==> config.mk <==
export PLATFORM = sky130hd
export DESIGN_NAME = pipe5_hazard_core
export DESIGN_NICKNAME = d
export VERILOG_FILES = /design/src/rtl/pipe5_hazard_core.sv
export SDC_FILE = /design/constraint.sdc
export NUM_CORES = 1
export LEC_CHECK = 0
export CAP_MARGIN = 0
export CORE_ASPECT_RATIO = 0.5
export CORE_MARGIN = 1
export CORE_UTILIZATION = 40
export CTS_CLUSTER_SIZE = 14
export DETAILED_ROUTE_END_ITERATION = 10
export PLACE_DENSITY = 0.67
export SLEW_MARGIN = 20
export SYNTH_ARGS = -nofsm -noshare
export SYNTH_HDL_FRONTEND = slang
export SYNTH_SLANG_ARGS = --single-unit
==> constraint.sdc <==
create_clock -name clk -period 30.6 [get_ports clk]
set_clock_uncertainty 0.1 [all_clocks]
set_input_delay 4.59 -clock clk [delete_from_list [all_inputs] [get_ports clk]]
set_output_delay 4.59 -clock clk [all_outputs]
set_load 0.02 [all_outputs]
==> src/rtl/pipe5_hazard_core.sv <==
// pipe5_hazard_core: 5-stage IF/ID/EX/MEM/WB integer pipeline with a load-use
// hazard unit, EX/MEM and MEM/WB forwarding, write-through regfile and data memory.
module pipe5_hazard_core #(
  parameter int DW  = 8,
  parameter int RA  = 3,
  parameter int PCW = 8,
  parameter int MA  = 4,
  parameter int IW  = 4 + 3 * RA + DW
) (
  input  logic           clk,
  input  logic           rst,
  output logic [PCW-1:0] imem_addr,
  input  logic [IW-1:0]  imem_data,
  output logic [PCW-1:0] pc,
  output logic           stall,
  output logic [1:0]     fwd_a,
  output logic [1:0]     fwd_b,
  output logic           wb_valid,
  output logic [RA-1:0]  wb_rd,
  output logic [DW-1:0]  wb_data
);

  localparam int NREG = 1 << RA;
  localparam int NMEM = 1 << MA;

  typedef enum logic [3:0] {
    OP_NOP  = 4'd0,
    OP_ADD  = 4'd1,
    OP_SUB  = 4'd2,
    OP_AND  = 4'd3,
    OP_OR   = 4'd4,
    OP_XOR  = 4'd5,
    OP_ADDI = 4'd6,
    OP_LD   = 4'd7,
    OP_ST   = 4'd8
  } op_e;

  typedef enum logic [1:0] {
    FWD_IDEX  = 2'b00,
    FWD_MEMWB = 2'b01,
    FWD_EXMEM = 2'b10
  } fwd_e;

  typedef struct packed {
    logic          valid;
    logic [IW-1:0] instr;
  } ifid_t;

  // Decoded flags are already qualified by valid, so a bubble never matches.
  typedef struct packed {
    logic          valid;
    logic [3:0]    op;
    logic [RA-1:0] rs1;
    logic [RA-1:0] rs2;
    logic [RA-1:0] rd;
    logic          use1;
    logic          use2;
    logic          wr;
    logic          ld;
    logic          st;
    logic [DW-1:0] a;
    logic [DW-1:0] b;
    logic [DW-1:0] imm;
  } idex_t;

  typedef struct packed {
    logic          valid;
    logic          wr;
    logic          ld;
    logic          st;
    logic [RA-1:0] rd;
    logic [DW-1:0] res;
    logic [DW-1:0] sdata;
  } exmem_t;

  typedef struct packed {
    logic          valid;
    logic          wr;
    logic [RA-1:0] rd;
    logic [DW-1:0] data;
  } memwb_t;

  logic [PCW-1:0] pc_q, pc_d;
  ifid_t          ifid_q, ifid_d;
  idex_t          idex_q, idex_d;
  exmem_t         exmem_q, exmem_d;
  memwb_t         memwb_q, memwb_d;
  logic [DW-1:0]  rf_q   [NREG];
  logic [DW-1:0]  rf_d   [NREG];
  logic [DW-1:0]  dmem_q [NMEM];
  logic [DW-1:0]  dmem_d [NMEM];

  // ---------------- ID: decode, regfile read with WB bypass, hazard ----------
  logic [3:0]    id_op;
  logic [RA-1:0] id_rs1, id_rs2, id_rd;
  logic [DW-1:0] id_imm, id_a, id_b;
  logic          id_use1, id_use2, id_wr;
  logic          stall_c;

  // NOTE: every variable assigned in an always_comb gets a default at the top
  // of the block, so no path can leave it holding a value and infer a latch.
  always_comb begin
    id_op   = ifid_q.instr[IW-1 -: 4];
    id_rs1  = ifid_q.instr[IW-5 -: RA];
    id_rs2  = ifid_q.instr[IW-5-RA -: RA];
    id_rd   = ifid_q.instr[IW-5-2*RA -: RA];
    id_imm  = ifid_q.instr[DW-1:0];
    id_use1 = ifid_q.valid && (id_op >= OP_ADD) && (id_op <= OP_ST);
    id_use2 = ifid_q.valid && (((id_op >= OP_ADD) && (id_op <= OP_XOR)) || (id_op == OP_ST));
    id_wr   = ifid_q.valid && (id_op >= OP_ADD) && (id_op <= OP_LD) && (id_rd != '0);

    id_a = rf_q[id_rs1];
    id_b = rf_q[id_rs2];
    if (wb_valid && (wb_rd == id_rs1)) id_a = wb_data;
    if (wb_valid && (wb_rd == id_rs2)) id_b = wb_data;

    stall_c = idex_q.valid && idex_q.ld && idex_q.wr &&
              ((id_use1 && (id_rs1 == idex_q.rd)) || (id_use2 && (id_rs2 == idex_q.rd)));
  end

  always_comb begin
    pc_d   = stall_c ? pc_q : pc_q + 1'b1;
    ifid_d = ifid_q;
    if (!stall_c) begin
      ifid_d.valid = 1'b1;
      ifid_d.instr = imem_data;
    end

    idex_d = '0;
    if (!stall_c) begin
      idex_d.valid = ifid_q.valid;
      idex_d.op    = id_op;
      idex_d.rs1   = id_rs1;
      idex_d.rs2   = id_rs2;
      idex_d.rd    = id_rd;
      idex_d.use1  = id_use1;
      idex_d.use2  = id_use2;
      idex_d.wr    = id_wr;
      idex_d.ld    = ifid_q.valid && (id_op == OP_LD);
      idex_d.st    = ifid_q.valid && (id_op == OP_ST);
      idex_d.a     = id_a;
      idex_d.b     = id_b;
      idex_d.imm   = id_imm;
    end
  end

  // ---------------- EX: forwarding select and ALU ----------------------------
  logic [1:0]    sel_a, sel_b;
  logic [DW-1:0] ex_a, ex_b, ex_res;

  always_comb begin
    sel_a = FWD_IDEX;
    sel_b = FWD_IDEX;
    // A load in EX/MEM has no data yet; the stall keeps its consumer out of EX.
    if (idex_q.use1) begin
      if (exmem_q.valid && exmem_q.wr && !exmem_q.ld && (exmem_q.rd == idex_q.rs1))
        sel_a = FWD_EXMEM;
      else if (memwb_q.valid && memwb_q.wr && (memwb_q.rd == idex_q.rs1))
        sel_a = FWD_MEMWB;
    end
    if (idex_q.use2) begin
      if (exmem_q.valid && exmem_q.wr && !exmem_q.ld && (exmem_q.rd == idex_q.rs2))
        sel_b = FWD_EXMEM;
      else if (memwb_q.valid && memwb_q.wr && (memwb_q.rd == idex_q.rs2))
        sel_b = FWD_MEMWB;
    end

    case (sel_a)
      FWD_EXMEM: ex_a = exmem_q.res;
      FWD_MEMWB: ex_a = memwb_q.data;
      default:   ex_a = idex_q.a;
    endcase
    case (sel_b)
      FWD_EXMEM: ex_b = exmem_q.res;
      FWD_MEMWB: ex_b = memwb_q.data;
      default:   ex_b = idex_q.b;
    endcase

    case (idex_q.op)
      OP_ADD:                ex_res = ex_a + ex_b;
      OP_SUB:                ex_res = ex_a - ex_b;
      OP_AND:                ex_res = ex_a & ex_b;
      OP_OR:                 ex_res = ex_a | ex_b;
      OP_XOR:                ex_res = ex_a ^ ex_b;
      OP_ADDI, OP_LD, OP_ST: ex_res = ex_a + idex_q.imm;
      default:               ex_res = '0;
    endcase

    exmem_d.valid = idex_q.valid;
    exmem_d.wr    = idex_q.wr;
    exmem_d.ld    = idex_q.ld;
    exmem_d.st    = idex_q.st;
    exmem_d.rd    = idex_q.rd;
    exmem_d.res   = ex_res;
    exmem_d.sdata = ex_b;
  end

  // ---------------- MEM: combinational read, store at end of cycle ----------
  logic [MA-1:0] mem_addr;
  logic [DW-1:0] mem_rdata;

  always_comb begin
    mem_addr  = exmem_q.res[MA-1:0];
    mem_rdata = dmem_q[mem_addr];
    dmem_d    = dmem_q;
    if (exmem_q.valid && exmem_q.st) dmem_d[mem_addr] = exmem_q.sdata;

    memwb_d.valid = exmem_q.valid;
    memwb_d.wr    = exmem_q.valid && exmem_q.wr;
    memwb_d.rd    = exmem_q.rd;
    memwb_d.data  = exmem_q.ld ? mem_rdata : exmem_q.res;
  end

  // ---------------- WB -------------------------------------------------------
  always_comb begin
    rf_d = rf_q;
    if (wb_valid) rf_d[wb_rd] = wb_data;
  end

  assign wb_valid  = memwb_q.valid && memwb_q.wr;
  assign wb_rd     = memwb_q.rd;
  assign wb_data   = memwb_q.data;
  assign stall     = stall_c;
  assign fwd_a     = sel_a;
  assign fwd_b     = sel_b;
  assign pc        = pc_q;
  assign imem_addr = pc_q;

  // NOTE: sequential state uses non-blocking assignments only, so every flop
  // samples the values from before the edge regardless of block ordering.
  always_ff @(posedge clk or posedge rst) begin
    if (rst) begin
      pc_q    <= '0;
      ifid_q  <= '0;
      idex_q  <= '0;
      exmem_q <= '0;
      memwb_q <= '0;
      // NOTE: the regfile and data memory are cleared on reset like any other
      // flop; both are small arrays and a zeroed state is part of the contract.
      for (int i = 0; i < NREG; i++) rf_q[i] <= '0;
      for (int i = 0; i < NMEM; i++) dmem_q[i] <= '0;
    end else begin
      pc_q    <= pc_d;
      ifid_q  <= ifid_d;
      idex_q  <= idex_d;
      exmem_q <= exmem_d;
      memwb_q <= memwb_d;
      rf_q    <= rf_d;
      dmem_q  <= dmem_d;
    end
  end

endmodule

==> summary.md, run 1 <==
| Metric | Value |
|---|---|
| Maximum VDD drop | 0.03756 mV |
| Sequential cell area fraction in the yosys report | 51.18% |
| Critical path's top delay family | flip-flops |
| Ant diodes | 0 |
| Post-CTS setup buffer count | 0 |
| Simple-Gate Fraction of Synth Area | 6.036% |
| Count of final hold-check violations | 0 |
| Final Slew Violations | 0 |
| Pre-CTS setup slack | 22.46 ns |
| Crit share post-route | 25.32% |
| Netlist Area Pre-Place | 14720 um^2 |
| Worst Path Required | 25.91 ns |
| Most frequent cells in the layout | dfrtp_1 (300), mux2_2 (187), mux4_2 (71) |
| Wire per inst | 21.15 um |
| Clock root buffer | clkbuf_16 |
| Largest family of logic cells by synthesized area | multiplexers |
| Hold path startpoint | exmem_d[19] |
| Syn Nets | 1112 |
| Yosys top cell by area | dfrtp_1 |
| Maxcap violations | 0 |
| RSZ-0062 raised after global routing | false |
| First-pass GRT wire length | 52990 um |
| Synthesis-to-finish area growth | 11.98% |
| # rows | 49 |
| Top Ports | 56 |
| Status | finished clean |
| Worst-path clk slew | 0.07 ns |
| Synth Area in XOR/XNOR | 2.652% |
| Compound-Gate Fraction of Synth Area | 4.582% |
| Synth Register Bits | 301 |
| Synthesized instance count | 1059 |
| Initial cell density of the core | 40.83% |
| Mux cell area share after synthesis | 29.01% |
| Syn Area/Cell | 13.90 um^2 |
| Crit end category | primary output |
| Met2 GRT Util | 29.92% |
| Post-route ant nets | 0 |
| Critical path class | reg2out |
| Via/cell ratio | 5.507 |
| Filler cell count | 3159 |
| Hold-fix buffers, CTS | 0 |
| # clock sinks | 301 |
| Dpl hpwl | 22630 um |
| Max frequency | 0.1291 GHz |
| Global Route Usage Sum | 18.28% |
| Commonest non-fill, non-tap cell in the layout | dfrtp_1 |
| Worst hold stages | 0 |
| Num CTS Buffers | 29 |
| Top Usage Layer GRT | met2 |
| GPL Wtd Cong | 0.8591 |
| Largest cells by area after synthesis | dfrtp_1 (51%), mux2_2 (14%), mux4_2 (11%) |
| Die Height | 137.6 um |
| Die ar. | 37610 um^2 |
| R2r worst-path depth | 16 |
| Tmin final | 7.747 ns |
| Main synth FF type | dfrtp_1 |
| Clk buf depth | 3 |
| # H-tree levels | 1 |
| Worst Tran Pin Value | 1.122 ns |
| Met1 Usage GRT | 25.13% |
| Async SR Flop Fraction | 100.0% |
| Yosys top cell area share | 51.18% |
| Crit path buffers/inverters | 1 |
| R2R Path End | exmem_q[15] |
| PwrDens | 52.34 nW/um^2 |
| GRT Residual Overflow | 0 |
| Vias in the first global route | 9056 |
| TritonRoute pass-1 iters | 5 |
| Number of synthesized flops with an enable pin | 0 |
| CP Cell Sequence | xor2_1 -> a2111oi_0 -> a31oi_1 -> nor3_4 -> clkdlybuf4s50_1 |
| Skew-Pair Late Insertion Delay | 0.56 ns |
| Reg area | 7533 um^2 |
| Drt total wl | 33250 um |
| Initial antenna violation count | 0 |
| Synth Area in Adders | 2.601% |
| Multi-input gate area | 6615 um^2 |
| Crit path DAT | 3.06 ns |
| Crit-path slowest cell | dfrtp_1 |
| Chip width | 273.3 um |
| CTS tree | yes |
| Final setup margin | 22.85 ns |
| PostCTS Resize Cnt | 0 |
| Setup slack, reg-to-reg | 25.51 ns |
| Final setup violation count | 0 |
| Hold EP | exmem_q[19] |
| Critical Path Max Stage Delay | 0.93 ns |
| Met3 Use GR | 3.608% |
| Largest net degree at the start of global routing | 149 |
| Total number of vias | 8657 |
| Layout Utilization | 45.72% |
| Startpoint types | flip-flop |
| Setup TNS | 0 ns |
| Final nets | 1119 |
| Ys Warns | 0 |
| Relative slew margins | 24.92% |
| Hold WC Path Type | reg2reg |
| Initial DRC count | 636 |
| Layout cells sized above 1 | 30.61% |
| DRC Markers | 0 |
| Distinct cells, synth | 58 |
| Leakage | 7.504 nW |
| Worst Path Max Fanout | 20 |
| Reg2Reg Launch Point | exmem_q[20] |
| Port Buf Inserts | 55 |
| Core Region | 36050 um^2 |
stage by stage:
stage          area (um^2)  power [mW]  cells  hold slack, ns
2_1_floorplan        14720      0.4779   1059          0.2312
3_3_place_gp         15470      0.5021   1518          0.2329
3_5_place_dp         15470      0.5049   1518          0.2347
4_1_cts              16460      0.8710   1571          0.2411
5_1_grt              16480      0.8941   1572          0.2487
6_report             16480      0.8626   1572          0.2399
worst max path at each step:
stage | from | end | cells past startpoint
final | id_rs2[1] | stall | 5
after CTS | id_rs2[1] | stall | 5
after detailed placement | rst | dmem_q[19] | 4
after global routing | id_rs2[1] | stall | 5
after global placement | rst | dmem_q[11] | 4
after floorplan | rst | dmem_q[0] | 1
layer usage:
| layer | wire length, um | up-vias |
|---|---|---|
| met5 | 0 | - |
| met4 | 645 | 0 |
| met3 | 1537 | 57 |
| met2 | 15760 | 173 |
| met1 | 15300 | 4581 |
| li1 | - | 3846 |
flip-flops by register name, indices dropped and copies added, names as in the netlist:
register and flops:
id_rs2 3, idex_q 36, dmem_q 128, exmem_d 7, imem_addr 8, memwb_q 2, id_imm 8, exmem_q 23
id_op 4, ifid_q 1, id_rd 3, wb_data 8, id_rs1 3, rf_q 64, wb_rd 3
layout make-up:
type / instances / area share (%)
repair buffers: 64 / 3.826
inverters: 26 / 0.6681
clock inverters: 7 / 0.4024
clock buffers: 46 / 5.580
multi-input cells: 644 / 40.14
well taps: 484 / 3.674
flip-flops and latches: 301 / 45.71
synthesized netlist by cell type (8+ instances only):
cell	number
buf_2	20
o21ai_0	10
nand3_1	8
a22oi_1	22
buf_4	23
clkbuf_1	35
nor2b_1	26
dfrtp_1	301
nor2_1	43
ha_1	29
o221ai_1	10
xor2_1	15
mux2i_1	17
xnor2_1	27
mux4_2	71
mux2_2	187
mux2_1	35
inv_1	24
nand2_1	45
a211oi_1	16
nand2b_1	12
logic make-up (layout without fill, tap and decap cells):
family	count (synthesis)	after routing
AO/OA/AOI/OAI	91	91
XOR/XNOR	43	43
adder cells (fa/ha/maj)	30	30
buffers and inverters	114	143
flip-flops	301	301
multiplexers	310	310
other	1	1
AND/OR/NAND/NOR	169	169
report_power, final:
group | internal (mW) | switching, mW
combinational | 0.0340 | 0.0381
clock | 0.213 | 0.152
sequential | 0.408 | 0.0165
Note: power is estimated with default switching activity, not from simulation.
==> run 2: changes to the inputs <==
==> constraint.sdc (replaced) <==
create_clock -name clk -period 7.77 [get_ports clk]
set_clock_uncertainty 0.1 [all_clocks]
set_input_delay 1.1655 -clock clk [delete_from_list [all_inputs] [get_ports clk]]
set_output_delay 1.1655 -clock clk [all_outputs]
set_load 0.02 [all_outputs]
==> run 2 against run 1 <==
Against the previous run: sequential power increased to 3.9 times the previous value; routed wire length is 0.97% lower; sequential share of layout area decreased by 0.087 points; critical path depth is 1 higher; global-route usage down 0.27 points; cell area grew 0.19%; worst setup slack worse by 20 ns; utilization rose by 0.087 points; die area is the same; critical path type unchanged; critical endpoint unchanged; largest power group unchanged.
==> summary.md, run 2 (same netlist as run 1, synthesis figures left out) <==
| Metric | Value |
|---|---|
| Hold WC Path Type | reg2reg (unchanged) |
| TritonRoute pass-1 iters | 7 (was 5) |
| Clk buf depth | 3 (unchanged) |
| # rows | 49 (unchanged) |
| Max frequency | 0.1986 GHz |
| PostCTS Resize Cnt | 0 (unchanged) |
| Int Pwr | 2.645 mW (was 0.6557 mW) |
| Sw frac | 23.26% (was 23.98%) |
| Startpoint types | flip-flop (unchanged) |
| Filler cell count | 3165 (was 3159) |
| Skew-Pair Late Insertion Delay | 0.55 ns (was 0.56 ns) |
| Core Region | 36050 um^2 (unchanged) |
| Ant diodes | 0 (unchanged) |
| Commonest non-fill, non-tap cell in the layout | dfrtp_1 (unchanged) |
| Most frequent cells in the layout | dfrtp_1 (300), mux2_2 (187), mux4_2 (71) (unchanged) |
| Final setup violation count | 0 (unchanged) |
| First-pass GRT wire length | 52380 um (was 52990 um) |
| Maxcap violations | 0 (unchanged) |
| Comb power frac | 8.3% (was 8.4%) |
| Final Slew Violations | 0 (unchanged) |
| Crit path DAT | 3.77 ns (was 3.06 ns) |
| Initial cell density of the core | 40.83% (unchanged) |
| Crit share post-route | 64.79% |
| Chip width | 273.3 um (unchanged) |
| Port Buf Inserts | 55 (unchanged) |
| Clock group share of total power | 43.3% (was 42.4%) |
| Layout Utilization | 45.80% (was 45.72%) |
| Via/cell ratio | 5.464 (was 5.507) |
| DP Area | 15500 um^2 (was 15470 um^2) |
| Wire per inst | 20.93 um (was 21.15 um) |
| Worst Tran Pin Value | 1.024 ns (was 1.122 ns) |
| Largest register FFs | 128 (unchanged) |
| GPL Wtd Cong | 0.8581 (was 0.8591) |
| CTS tree | yes (unchanged) |
| Met3 Use GR | 2.701% (was 3.608%) |
| Critical path class | reg2out (unchanged) |
| Synthesis-to-finish area growth | 12.19% (was 11.98%) |
| Setup TNS | 0 ns (unchanged) |
| Relative slew margins | 31.45% (was 24.92%) |
| Layout cells sized above 1 | 30.39% (was 30.61%) |
| Worst Path Max Fanout | 68 (was 20) |
| Tmin final | 5.034 ns |
| Status | finished clean (unchanged) |
| Num CTS Buffers | 29 (unchanged) |
| Clock root buffer | clkbuf_16 (unchanged) |
| Global Route Usage Sum | 18.01% (was 18.28%) |
| DRC Markers | 0 (unchanged) |
| Post-CTS setup buffer count | 0 (unchanged) |
| Worst Path Required | 6.50 ns (was 25.91 ns) |
| Top Ports | 56 (unchanged) |
| Crit end category | primary output (unchanged) |
| Final nets | 1121 (was 1119) |
| Dpl hpwl | 22050 um (was 22630 um) |
| Total number of vias | 8595 (was 8657) |
| Hold-fix buffers, CTS | 0 (unchanged) |
| Initial antenna violation count | 0 (unchanged) |
| # H-tree levels | 1 (unchanged) |
| Sequential fraction of design power | 48.4% (was 49.3%) |
| Maximum VDD drop | 0.1587 mV (was 0.03756 mV) |
| Worst-path clk slew | 0.06 ns (was 0.07 ns) |
| Vias in the first global route | 9028 (was 9056) |
| GRT Residual Overflow | 0 (unchanged) |
| Die ar. | 37610 um^2 (unchanged) |
| Post-route ant nets | 0 (unchanged) |
| Largest Register | dmem_q (unchanged) |
| PwrDens | 208.7 nW/um^2 (was 52.34 nW/um^2) |
| Top Usage Layer GRT | met2 (unchanged) |
| Leakage | 7.517 nW (was 7.504 nW) |
| # clock sinks | 301 (unchanged) |
| Met2 GRT Util | 29.77% (was 29.92%) |
| Top Registers | dmem_q: 128 flops, rf_q: 64 flops, idex_q: 36 flops (unchanged) |
| Final instance area | 16510 um^2 (was 16480 um^2) |
| Drt total wl | 32920 um (was 33250 um) |
| RSZ-0062 raised after global routing | false (unchanged) |
| Largest net degree at the start of global routing | 163 (was 149) |
| Initial DRC count | 496 (was 636) |
| Count of final hold-check violations | 0 (unchanged) |
| Met1 Usage GRT | 25.02% (was 25.13%) |
| Die Height | 137.6 um (unchanged) |
| Total net switching power | 0.8017 mW (was 0.2069 mW) |
[run 2: cell types whose count changed in the layout (fill, tap and decap cells not counted), sizes merged]
cell / delta
bufinv: +3
buf: +2
clkinv: -2
clkbuf: -1
inv: -1
[run 2: cell type report]
cell class / instances / area (um^2) / share of cell area (%)
Clock buffer: 45 / 875.8 / 5.304
Clock inverter: 7 / 135.1 / 0.8184
Inverter: 26 / 101.3 / 0.6138
Multi-Input combinational cell: 644 / 6615 / 40.06
Sequential cell: 301 / 7533 / 45.62
Tap cell: 484 / 605.6 / 3.667
Timing Repair Buffer: 66 / 645.6 / 3.910
[run 2: final timing paths]
| kind | slack, ns | start | endpoint | depth (start not counted) |
|---|---|---|---|---|
| setup / recovery | 2.74 | id_rs2[1] | stall | 6 |
| min in group asynchronous | 1.14 | rst | dmem_q[102] | 3 |
| setup reg to reg | 3.10 | exmem_q[20] | exmem_q[15] | 16 |
| hold reg to reg | 0.27 | exmem_d[22] | exmem_q[22] | 0 |
| hold / removal | 0.27 | exmem_d[22] | exmem_q[22] | 0 |
| max in group asynchronous | 4.92 | rst | rf_q[13] | 4 |
[run 2: through the flow]
step	cells	worst slack [ns]	total power [mW]	hold slack [ns]
CTS	1573	2.674	3.487	0.2756
finish	1573	2.736	3.447	0.2731
global placement	1521	3.092	1.978	0.2357
detailed placement	1521	3.087	1.987	0.2536
global route	1573	2.504	3.576	0.2827
floorplan	1059	2.503	1.882	0.2312
[run 2: layer usage]
metal / vias to the layer above / wire length [um]
met5: - / 0
met4: 0 / 574
met3: 41 / 1023
met2: 117 / 15930
met1: 4587 / 15400
li1: 3850 / -
[run 2: power by group through the flow]
stage / Combinational (mW) / Clock [mW] / Sequential, mW
3_5_place_dp: 0.289 / 0 / 1.70
3_3_place_gp: 0.285 / 0 / 1.69
5_1_grt: 0.308 / 1.59 / 1.67
2_1_floorplan: 0.192 / 0 / 1.69
6_report: 0.286 / 1.49 / 1.67
4_1_cts: 0.291 / 1.53 / 1.67
[run 2: worst max-delay path, cell delays in order (launching register included)]
cell and delay [ns]:
dfrtp_1 1.00, xor2_1 0.13, a2111oi_0 0.42, a31oi_1 0.13
nor3_4 0.19, buf_4 0.60, clkdlybuf4s50_1 0.74
